File: config.mk
export PLATFORM = sky130hd
export DESIGN_NAME = countdown_timer_flat
export DESIGN_NICKNAME = d
export VERILOG_FILES = /design/src/rtl/countdown_timer_if.sv /design/src/rtl/countdown_timer.sv /design/src/flat_wrapper.sv
export SDC_FILE = /design/constraint.sdc
export NUM_CORES = 1
export LEC_CHECK = 0
export CAP_MARGIN = 10
export CORE_UTILIZATION = 25
export CTS_CLUSTER_DIAMETER = 50
export CTS_CLUSTER_SIZE = 25
export DETAILED_ROUTE_END_ITERATION = 6
export GPL_TIMING_DRIVEN = 0
export HOLD_SLACK_MARGIN = 0.03
export PLACE_DENSITY_LB_ADDON = 0.3
export SLEW_MARGIN = 20
export SYNTH_ARGS = -nofsm -noshare
export SYNTH_HDL_FRONTEND = slang
export SYNTH_SLANG_ARGS = --single-unit
File: constraint.sdc
create_clock -name clk -period 4.21 [get_ports clk]
set_input_delay 0.421 -clock clk [delete_from_list [all_inputs] [get_ports clk]]
set_output_delay 0.421 -clock clk [all_outputs]
set_load 0.01 [all_outputs]
File: src/rtl/countdown_timer_if.sv
// Control and display bundle for the MM:SS.FF countdown timer.
// The master drives the start/load controls and the slave (the timer) drives the display outputs.
interface countdown_timer_if;
  logic        start;
  logic        load;
  logic [23:0] preset;
  logic [23:0] digits;
  logic        running;
  logic        alarm;

  modport master (
    output start, load, preset,
    input  digits, running, alarm
  );

  modport slave (
    input  start, load, preset,
    output digits, running, alarm
  );
endinterface

File: src/rtl/countdown_timer.sv
// BCD countdown timer (MM:SS.FF) with a run/pause toggle, preset load and expiry alarm.
// A prescaler divides clk down to 0.01 s ticks.
module countdown_timer #(
  parameter int TICK_DIV = 1000000
) (
  input  logic              clk,
  input  logic              reset,
  countdown_timer_if.slave  bus
);

  localparam int PW = $clog2(TICK_DIV);
  localparam logic [PW-1:0] LAST_COUNT = PW'(TICK_DIV - 1);

  typedef enum logic [1:0] {IDLE, RUN, PAUSE, EXPIRED} state_e;

  state_e          state_q, state_d;
  logic [23:0]     digits_q, digits_d;
  logic [PW-1:0]   prescale_q, prescale_d;
  logic            running_q, running_d;
  logic            alarm_q, alarm_d;

  logic            load_ok;
  logic            tick;
  logic [23:0]     dec_digits;

  // Minutes and seconds tens digits only go to 5; every other digit goes to 9.
  function automatic logic preset_valid(input logic [23:0] p);
    logic ok;
    ok = 1'b1;
    for (int i = 0; i < 6; i++) begin
      if (p[i*4 +: 4] > 4'd9) ok = 1'b0;
    end
    if (p[23:20] > 4'd5 || p[15:12] > 4'd5) ok = 1'b0;
    return ok;
  endfunction

  function automatic logic [23:0] bcd_dec(input logic [23:0] d);
    logic [23:0] r;
    logic        borrow;
    r      = d;
    borrow = 1'b1;
    for (int i = 0; i < 6; i++) begin
      if (borrow) begin
        if (r[i*4 +: 4] == 4'd0) begin
          r[i*4 +: 4] = (i == 3 || i == 5) ? 4'd5 : 4'd9;
        end else begin
          r[i*4 +: 4] = r[i*4 +: 4] - 4'd1;
          borrow      = 1'b0;
        end
      end
    end
    return r;
  endfunction

  always_comb begin
    state_d    = state_q;
    digits_d   = digits_q;
    prescale_d = prescale_q;
    load_ok    = bus.load && preset_valid(bus.preset);
    tick       = (prescale_q == LAST_COUNT);
    dec_digits = bcd_dec(digits_q);

    case (state_q)
      IDLE: begin
        if (load_ok) begin
          digits_d = bus.preset;
        end else if (bus.start && digits_q != '0) begin
          state_d    = RUN;
          prescale_d = '0;
        end
      end
      // The prescaler advances on every RUN cycle, including the one that pauses.
      RUN: begin
        if (tick) begin
          prescale_d = '0;
          digits_d   = dec_digits;
        end else begin
          prescale_d = prescale_q + PW'(1);
        end
        if (tick && dec_digits == '0) begin
          state_d = EXPIRED;
        end else if (bus.start) begin
          state_d = PAUSE;
        end
      end
      PAUSE: begin
        if (load_ok) begin
          digits_d = bus.preset;
          state_d  = IDLE;
        end else if (bus.start) begin
          state_d = RUN;
        end
      end
      EXPIRED: begin
        digits_d = '0;
        if (load_ok) begin
          digits_d = bus.preset;
          state_d  = IDLE;
        end else if (bus.start) begin
          state_d = IDLE;
        end
      end
      default: begin
        state_d = IDLE;
      end
    endcase

    running_d = (state_d == RUN);
    alarm_d   = (state_d == EXPIRED);
  end

  always_ff @(posedge clk) begin
    if (reset) begin
      state_q    <= IDLE;
      digits_q   <= '0;
      prescale_q <= '0;
      running_q  <= 1'b0;
      alarm_q    <= 1'b0;
    end else begin
      state_q    <= state_d;
      digits_q   <= digits_d;
      prescale_q <= prescale_d;
      running_q  <= running_d;
      alarm_q    <= alarm_d;
    end
  end

  assign bus.digits  = digits_q;
  assign bus.running = running_q;
  assign bus.alarm   = alarm_q;

endmodule
File: src/flat_wrapper.sv
// flat-port wrapper written by rule: the top's interface ports become plain ports
module countdown_timer_flat 
#(
  parameter int TICK_DIV = 1000000
)
  (clk, reset, bus_start, bus_load, bus_preset, bus_digits, bus_running, bus_alarm);
  countdown_timer_if bus_i ();
  input  logic clk;
  input  logic reset;
  input wire logic [$bits(bus_i.start)-1:0] bus_start;
  input wire logic [$bits(bus_i.load)-1:0] bus_load;
  input wire logic [$bits(bus_i.preset)-1:0] bus_preset;
  output wire logic [$bits(bus_i.digits)-1:0] bus_digits;
  output wire logic [$bits(bus_i.running)-1:0] bus_running;
  output wire logic [$bits(bus_i.alarm)-1:0] bus_alarm;
  assign bus_i.start = bus_start;
  assign bus_i.load = bus_load;
  assign bus_i.preset = bus_preset;
  assign bus_digits = bus_i.digits;
  assign bus_running = bus_i.running;
  assign bus_alarm = bus_i.alarm;
  countdown_timer #(.TICK_DIV(TICK_DIV)) u_core (.clk(clk), .reset(reset), .bus(bus_i));
endmodule
==> impl_metrics.tcl <==
set metrics [dict create \
    fin_crit_sh 0.710 \
    min-delay-path-class "reg -> reg" \
    path_clk_slew_ns 0.09 \
    start_kind "input port" \
    clk_path_buf_depth 2 \
    synth_cell_types 54 \
    ys_seq_area_frac 0.345 \
    whs_path_depth 1 \
    timing.fmax_mhz 334 \
    overflow 0 \
    num_antenna_cells 0 \
    peakVddDrop_mv 0.207 \
    antenna_found_initial 0 \
    layout_commonest_cell "clkdlybuf4s50_1" \
    drt-total-wl_mm 9.17 \
    status "completed" \
    insertion_delay_ns 0.31 \
    period_needed_ns 2.99 \
    drtPass1Iterations 6 \
    grt_pass1_vias 2850 \
    reg2reg_from "u_core.prescale_q[0]" \
    dr_total_vias 3031 \
    cts_tree "built" \
    initial_core_util 0.257 \
    slew_headroom 0.396 \
    port_buffers 53 \
    die_y_um 108 \
    crit_path_max_fanout 10 \
    syn_inst 359 \
    syn_nets 388 \
    post-route-util 0.331 \
    dp.cells 552 \
    cp_cell_sequence "clkdlybuf4s50_1 -> o21ai_0 -> nand4_1 -> o31ai_1 -> clkbuf_1 -> nand2_1 -> a221oi_1" \
    rr_worst_depth 9 \
    avgViaCountPerCell 5.41 \
    die_w_um 108 \
    rsz0062_at_grt "no" \
    ant_nets 0 \
    crit_start "bus_preset[10]" \
    grt_pass1_wl_mm 14.7 \
    synthAdderAreaFrac 0.00449 \
    avgSynthCellArea_um2 7.76 \
    slew_violations 0 \
    grt_start_max_net_pins 14 \
    die-area_mm2 0.0116 \
    p_per_area_mw_per_mm2 495 \
    hpwlAfterDp_mm 6.58 \
    crit_buf_inv 2 \
    cts.sinks 48 \
    synth_top_family_by_area "simple AND/OR/NAND/NOR gates" \
    synth_xor_area_frac 0.0534 \
    ys_warn_count 0 \
    setup_tns_ns 0 \
    cts_setup_buffers 0 \
    finalSetupViolCount 0 \
    grt_usage 0.161 \
    synth_edf_count 0 \
    most-common-layout-cells "clkdlybuf4s50_1 (53), nor2_1 (48), dfxtp_1 (48)" \
    fin_cells 560 \
    arrival_ns 3.20 \
    wl_per_cell_um 16.4 \
    drv_cap 0 \
    final_layout_size_suffix_gt1_frac 0.0524 \
    place_congestion 0.861 \
    critical_path_required_ns 4.42 \
    cts-resized-gates 0 \
    worst_path_max_delay_cell "o31ai_1" \
    ys.flop_type "dfxtp_1" \
    synth-simple-area-share 0.335 \
    max_stage_delay_ns 0.82 \
    drt_first_iter_violations 200 \
    fin_worst_skew_ns 0.0123 \
    r2r_end "u_core.bus.digits[5]" \
    drc 0 \
    syn_to_final_growth_pct 28.7 \
    cts_buffers 5 \
    synth_compound_area_frac 0.199 \
    crit_path_end_kind "flop" \
    hp-start "u_core.bus.digits[15]" \
    synthArstFlopShare 0 \
    core_area_mm2 0.0108 \
    synth_area_mm2 0.00279 \
    criticalPathCategory "in -> reg" \
    tightest_slew_ns 0.899 \
    power.leakage_nw 1.12 \
    holdBufCountCts 0 \
    finalHoldViolations 0 \
    synth_seq_cells 48 \
    layout.nets 448 \
    cts_max_level 2 \
    reg2reg_slack_ns 1.36 \
    synthMuxAreaShare 0.0189 \
    rows 38 \
    critical_path_depth 7 \
    io-pin-count 54 \
    root_buffer "clkbuf_8" \
    crit_end "u_core.bus.digits[13]" \
    cp_top_family "compound AO/OA/AOI/OAI gates" \
]
## metrics by stage
step	hold WS [ns]	area [um^2]	worst slack [ns]	power [mW]
after floorplan	0.476	2790	1.99	1.16
after global placement	0.495	3490	0.968	1.46
after detailed placement	0.504	3500	0.949	1.47
after CTS	0.522	3590	1.25	1.77
after global routing	0.546	3590	1.04	1.89
final	0.511	3590	1.22	1.78
## sequential cells by signal, summed over array words and instances (netlist names)
register / cells
u_core.bus.alarm: 1
u_core.bus.digits: 24
u_core.bus.running: 1
u_core.prescale_q: 20
u_core.state_q: 2
## how the worst min path moves through the flow
stage                                 end  slack [ns]
floorplan           u_core.prescale_q[19]        0.48
global placement    u_core.prescale_q[15]        0.50
detailed placement  u_core.bus.digits[15]        0.50
CTS                 u_core.prescale_q[15]        0.52
global route        u_core.bus.digits[15]        0.55
finish              u_core.bus.digits[15]        0.51
## area by class of cell
cell class                 count  area [um^2]
buffer                        20         93.8
fill                        1150         7250
clock buffer                   8         90.1
tap                          140          175
sequential                    48          961
inverter                       8         30.0
timing repair buffer          53          531
multi-input combinational    283         1710
## synthesized netlist by cell type (all sizes together), types with 3 or more instances
master,number,area share
and4,4,0.013
a32o,4,0.014
nand4,11,0.025
mux2i,3,0.011
dfxtp,48,0.34
or3,5,0.011
or4,8,0.024
nand3,15,0.031
nor3,26,0.048
nor2,48,0.065
o21ai,24,0.043
nand3b,3,0.0081
a31oi,5,0.011
buf,5,0.013
a221oi,3,0.0094
nand2,25,0.034
a211oi,9,0.024
nor4,13,0.037
clkbuf,15,0.020
and3,3,0.0067
xnor2,17,0.053
a21oi,26,0.047
inv,8,0.011
## routing by layer
metal,wire length (um),global-route usage
met1,4360,0.220
met2,4260,0.261
met3,434,0.0248
met4,119,0.0440
met5,0,0
## power breakdown
group	switching (mW)	internal, mW	leakage, nW
Combinational	0.556	0.337	0.685
Sequential	0.0727	0.508	0.389
Clock	0.168	0.135	0.0455
Total	0.796	0.980	1.12
## logic make-up after synthesis
group | after synthesis
adder cells (fa/ha/maj) | 1
flip-flops | 48
AND/OR/NAND/NOR | 172
multiplexers | 5
AO/OA/AOI/OAI | 88
XOR/XNOR | 17
buffers and inverters | 28
Note: power is estimated with default switching activity, not from simulation.
==> RTL edit 1 (same flow settings) <==
Make the reset (`reset`) asynchronous in one clocked block.
--- a/src/rtl/countdown_timer.sv
+++ b/src/rtl/countdown_timer.sv
@@ -109,7 +109,7 @@
     alarm_d   = (state_d == EXPIRED);
   end
 
-  always_ff @(posedge clk) begin
+  always_ff @(posedge clk or posedge reset) begin
     if (reset) begin
       state_q    <= IDLE;
       digits_q   <= '0;
Check against the original RTL: differs if reset is asserted again (counterexample within 4 cycles, from zero or initial values and one cycle with reset high); with reset held inactive, the same outputs for 10 cycles.
==> RTL edit 1 against the unedited design <==
Sequential share of layout area increased by 4.9 points. Area after synthesis increased by 4.3%. Sequential cell count unchanged. Wire length increased by 1.0%. Total power increased by 16%. Worst setup slack improved by 0.32 ns. Combinational power about the same. Die area increased by 4.2%. Sequential power increased by 29%. Clock skew decreased by 0.00085 ns. Cell area increased by 5.6%. Utilization increased by 0.22 points. First-iteration DRC count increased by 11%. Critical path type unchanged. Via count decreased by 1.3%.
==> RTL edit 1: results (changes against the unedited design) <==
| Step | Item | This run | Delta |
|:---|:---|:---|:---|
| placed design | Instance area at placement | 3635 µm² | +3.9% |
| synth | Most frequent cells after synthesis | sky130_fd_sc_hd__o21ai_0, sky130_fd_sc_hd__dfrtp_1, sky130_fd_sc_hd__nor2_1, sky130_fd_sc_hd__a21oi_1, sky130_fd_sc_hd__nand2_1 |  |
| power and ir drop | Switch Pwr | 856.4 µW | +7.5% |
| setup path | Crit path max-delay cell type | sky130_fd_sc_hd__clkbuf_1 |  |
| drt | Sum of routed wire segments on met1 | 4302 µm | -1.2% |
| layout | Invs w/o clock | 10 | +2 |
| global route | Met3 layer usage reported by global route | 0.02667 | +0.001856 |
| synth | Fraction of synthesis flops using an asynchronous set or reset pin | 1.000 | +1.000 |
| drt | Detailed-routed wire length on met2 | 4516 µm | +6.1% |
| sta | Slew at the pin with the worst max-slew slack | 0.6799 ns | -0.2192 ns |
| sta | Final clock skew | 0.01143 ns | -0.0008451 ns |
| synth | Top_reg_cell synth | sky130_fd_sc_hd__dfrtp_1 |  |
| setup path | Worst R2R Start | u_core.prescale_q[0] |  |
| layout | Layout buffer count excluding clock buffers | 74 | +1.4% |
| setup path | Worst-case reg-to-reg path depth | 8 | -1 |
| layout | Storage cell area | 1201 µm² | +25% |
| status | Run status | complete, no violations |  |
| layout | Number of fill cells | 1200 | +4.3% |
| layout | Final standard cell count with taps included and fillers excluded | 551 | -1.6% |
| global route | First-pass GRT wire length | 15080 µm | +2.7% |
| clock network | Worst-skew pair later-pin latency | 0.29 ns | -0.02 ns |
| placed design | Placed insts | 543 | -1.6% |
| synth | Mean post-synth cell area | 8.397 µm² | +8.2% |
| layout | Proportion of cell area occupied by multi-input gates | 0.4179 | -0.05785 |
| drt | Routed vias/inst | 5.430 | +0.33% |
| layout | Proportion of final cell area spent on non-clock buffers | 0.1675 | -0.006557 |
| clock network | CTS root buffer | sky130_fd_sc_hd__clkbuf_16 |  |
==> RTL edit 1: changes by cell type after synthesis, sizes merged, moves of 10 or more <==
cell / unedited run / this run
dfrtp: 0 / 48
nor2: 48 / 36
o21ai: 24 / 55
dfxtp: 48 / 0
o31ai: 2 / 12
xnor2: 17 / 1
nor3: 26 / 11
==> RTL edit 1: power groups by stage <==
stage / Combinational [µW] / Sequential [µW] / Clock [µW]
6_report: 891 / 751 / 422
5_1_grt: 984 / 775 / 449
4_1_cts: 892 / 749 / 436
3_5_place_dp: 887 / 756 / 0
3_3_place_gp: 878 / 753 / 0
2_1_floorplan: 472 / 758 / 0
==> RTL edit 1: cells by family (layout without fill, tap and decap cells) <==
kind of cell | after synthesis | in the layout | synth area share
xor+xnor | 1 | 1 | 0.003015
simple gates | 131 | 131 | 0.2558
fa+ha+maj | 1 | 1 | 0.004306
compound gates | 135 | 135 | 0.2817
flops | 48 | 48 | 0.4134
buf+inv | 30 | 92 | 0.04178
==> RTL edit 2 (same flow settings) <==
Without the edit above. `TICK_DIV` is set to 1000000 in 2 places; all go to 250000.
--- a/src/rtl/countdown_timer.sv
+++ b/src/rtl/countdown_timer.sv
@@ -1,7 +1,7 @@
 // BCD countdown timer (MM:SS.FF) with a run/pause toggle, preset load and expiry alarm.
 // A prescaler divides clk down to 0.01 s ticks.
 module countdown_timer #(
-  parameter int TICK_DIV = 1000000
+  parameter int TICK_DIV = 250000
 ) (
   input  logic              clk,
   input  logic              reset,
--- a/src/flat_wrapper.sv
+++ b/src/flat_wrapper.sv
@@ -1,7 +1,7 @@
 // flat-port wrapper written by rule: the top's interface ports become plain ports
 module countdown_timer_flat 
 #(
-  parameter int TICK_DIV = 1000000
+  parameter int TICK_DIV = 250000
 )
   (clk, reset, bus_start, bus_load, bus_preset, bus_digits, bus_running, bus_alarm);
   countdown_timer_if bus_i ();
Function: same outputs for any inputs over 10 cycles, from zero or initial values and one cycle with reset high; that may be too few to reach the edited logic, so the function may still have changed.
==> RTL edit 2 against the unedited design <==
Worst setup slack worse by 0.057 ns. Total power is 24% lower. First-iteration DRC count is 30% lower. Die area is 0.74% higher. Sequential cell count is 2 lower. Synthesized cell count is 4.2% higher. Wire length is 4.7% higher. Clock skew is 0.0041 ns higher. Hold slack worse by 0.012 ns. Cell area is 0.91% higher. Area after synthesis is 0.76% higher. Largest cell class unchanged.
==> RTL edit 2: results (changes against the unedited design) <==
| Step | Item | This run | Delta |
|:---|:---|:---|:---|
| status | Run status | complete, no violations |  |
| clock network | CTS root buffer | sky130_fd_sc_hd__clkbuf_8 |  |
| layout | Layout cell share with drive strength beyond 1 | 0.05517 | +0.002791 |
| power and ir drop | Reported leakage power | 0.001144 µW | +2.1% |
| sta | Worst slew slack as a fraction of its limit | 0.3133 | -0.08228 |
| global route | Vias in the first global route | 2988 | +4.8% |
| power and ir drop | PwrDens | 372.9 nW/µm² | -25% |
| synth | Largest cells by area after synthesis | sky130_fd_sc_hd__dfxtp_1, sky130_fd_sc_hd__a21oi_1, sky130_fd_sc_hd__nor2_1 |  |
| global route | First-pass GRT wire length | 15500 µm | +5.6% |
| layout | Number of nets in the layout | 463 | +3.3% |
| drt | Number of DRC markers in iteration 0 | 141 | -30% |
| synth | Count of cell types in the netlist | 52 | -3.7% |
| synth | Instance count of the mapped netlist | 374 | +4.2% |
| drt | DR WL/cell | 16.70 µm | +2.0% |
| placed design | HPWL reported at the end of detailed placement | 7145 µm | +8.6% |
| global route | Met1 track demand over resource in global routing | 0.2168 | -0.003532 |
| placed design | Number of port buffers | 53 | unchanged |
| placed design | Instance area at placement | 3513 µm² | +0.47% |
| power and ir drop | Cell Int Power | 851.9 µW | -13% |
| global route | Met3 layer usage reported by global route | 0.02773 | +0.002909 |
| power and ir drop | Clock group power | 334 µW | +11% |
| global route | GR met2 Demand/Resource | 0.2921 | +0.03109 |
| placed design | Placer Congestion | 0.8239 | -4.3% |
| global route | Total track usage | 0.1701 | +0.009066 |
| drt | Routed vias/inst | 5.442 | +0.54% |
| synth | Syn nets | 403 | +3.9% |
| synth | Most frequent cells after synthesis | sky130_fd_sc_hd__dfxtp_1, sky130_fd_sc_hd__nor2_1, sky130_fd_sc_hd__a21oi_1, sky130_fd_sc_hd__o21ai_0, sky130_fd_sc_hd__nor3_1 |  |
| placed design | Post-Place Setup Slack | 1.057 ns | +0.1078 ns |
| setup path | Endpoint arrival time on the critical path | 3.25 ns | +0.05 ns |
| synth | Register area share after synthesis | 0.3280 | -0.01687 |
| layout | Number of fill cells | 1178 | +2.4% |
| power and ir drop | Reg power frac | 0.381 | +0.054 |
| drt | Via count | 3129 | +3.2% |
| drt | Number of detailed-routing iterations run before antenna repair | 5 | -1 |
| sta | Final clock skew | 0.01643 ns | +0.004148 ns |
| placed design | Placed insts | 567 | +2.7% |
==> RTL edit 2: critical path, stage by stage, from the launching register on <==
cell and delay, ns:
sky130_fd_sc_hd__dfxtp_1 0.33, sky130_fd_sc_hd__buf_6 0.14, sky130_fd_sc_hd__nor4_2 0.55, sky130_fd_sc_hd__nand4b_1 0.36
sky130_fd_sc_hd__nor3_1 0.43, sky130_fd_sc_hd__o31a_1 0.32, sky130_fd_sc_hd__buf_2 0.26, sky130_fd_sc_hd__buf_2 0.26
sky130_fd_sc_hd__nor2_1 0.08, sky130_fd_sc_hd__o31ai_1 0.21
==> RTL edit 2: kinds of logic after synthesis <==
logic type	synth area share
flip-flops	0.3280
buffers and inverters	0.06105
multiplexers	0.007576
AND/OR/NAND/NOR	0.3133
AO/OA/AOI/OAI	0.2794
adder cells (fa/ha/maj)	0.004456
XOR/XNOR	0.006240
==> RTL edit 2: path summary, 6_finish.rpt <==
path	from	end	slack, ns	cells past startpoint
worst min register to register	u_core.prescale_q[17]	u_core.prescale_q[17]	0.50	2
worst max register to register	u_core.bus.digits[0]	u_core.prescale_q[11]	1.16	9
worst max-delay path	u_core.bus.digits[0]	u_core.prescale_q[11]	1.16	9
worst min-delay path	u_core.prescale_q[17]	u_core.prescale_q[17]	0.50	2
==> RTL edit 2: metal layers <==
metal  vias to the layer above  part of all wire
met3                        15             0.053
met1                      1485              0.45
li1                       1537                 -
met5                         -                 0
met4                         0             0.022
met2                        92              0.47
==> RTL edit 2: cell type report <==
class	count	area (µm²)	area share
plain buffers	24	111.4	0.03076
clock buffers	7	76.32	0.02109
clock inverters	1	30.03	0.008296
inverters	16	60.06	0.01659
multi-input cells	288	1715	0.4739
flip-flops and latches	46	920.9	0.2544
well taps	140	175.2	0.04839
repair buffers	53	530.5	0.1466
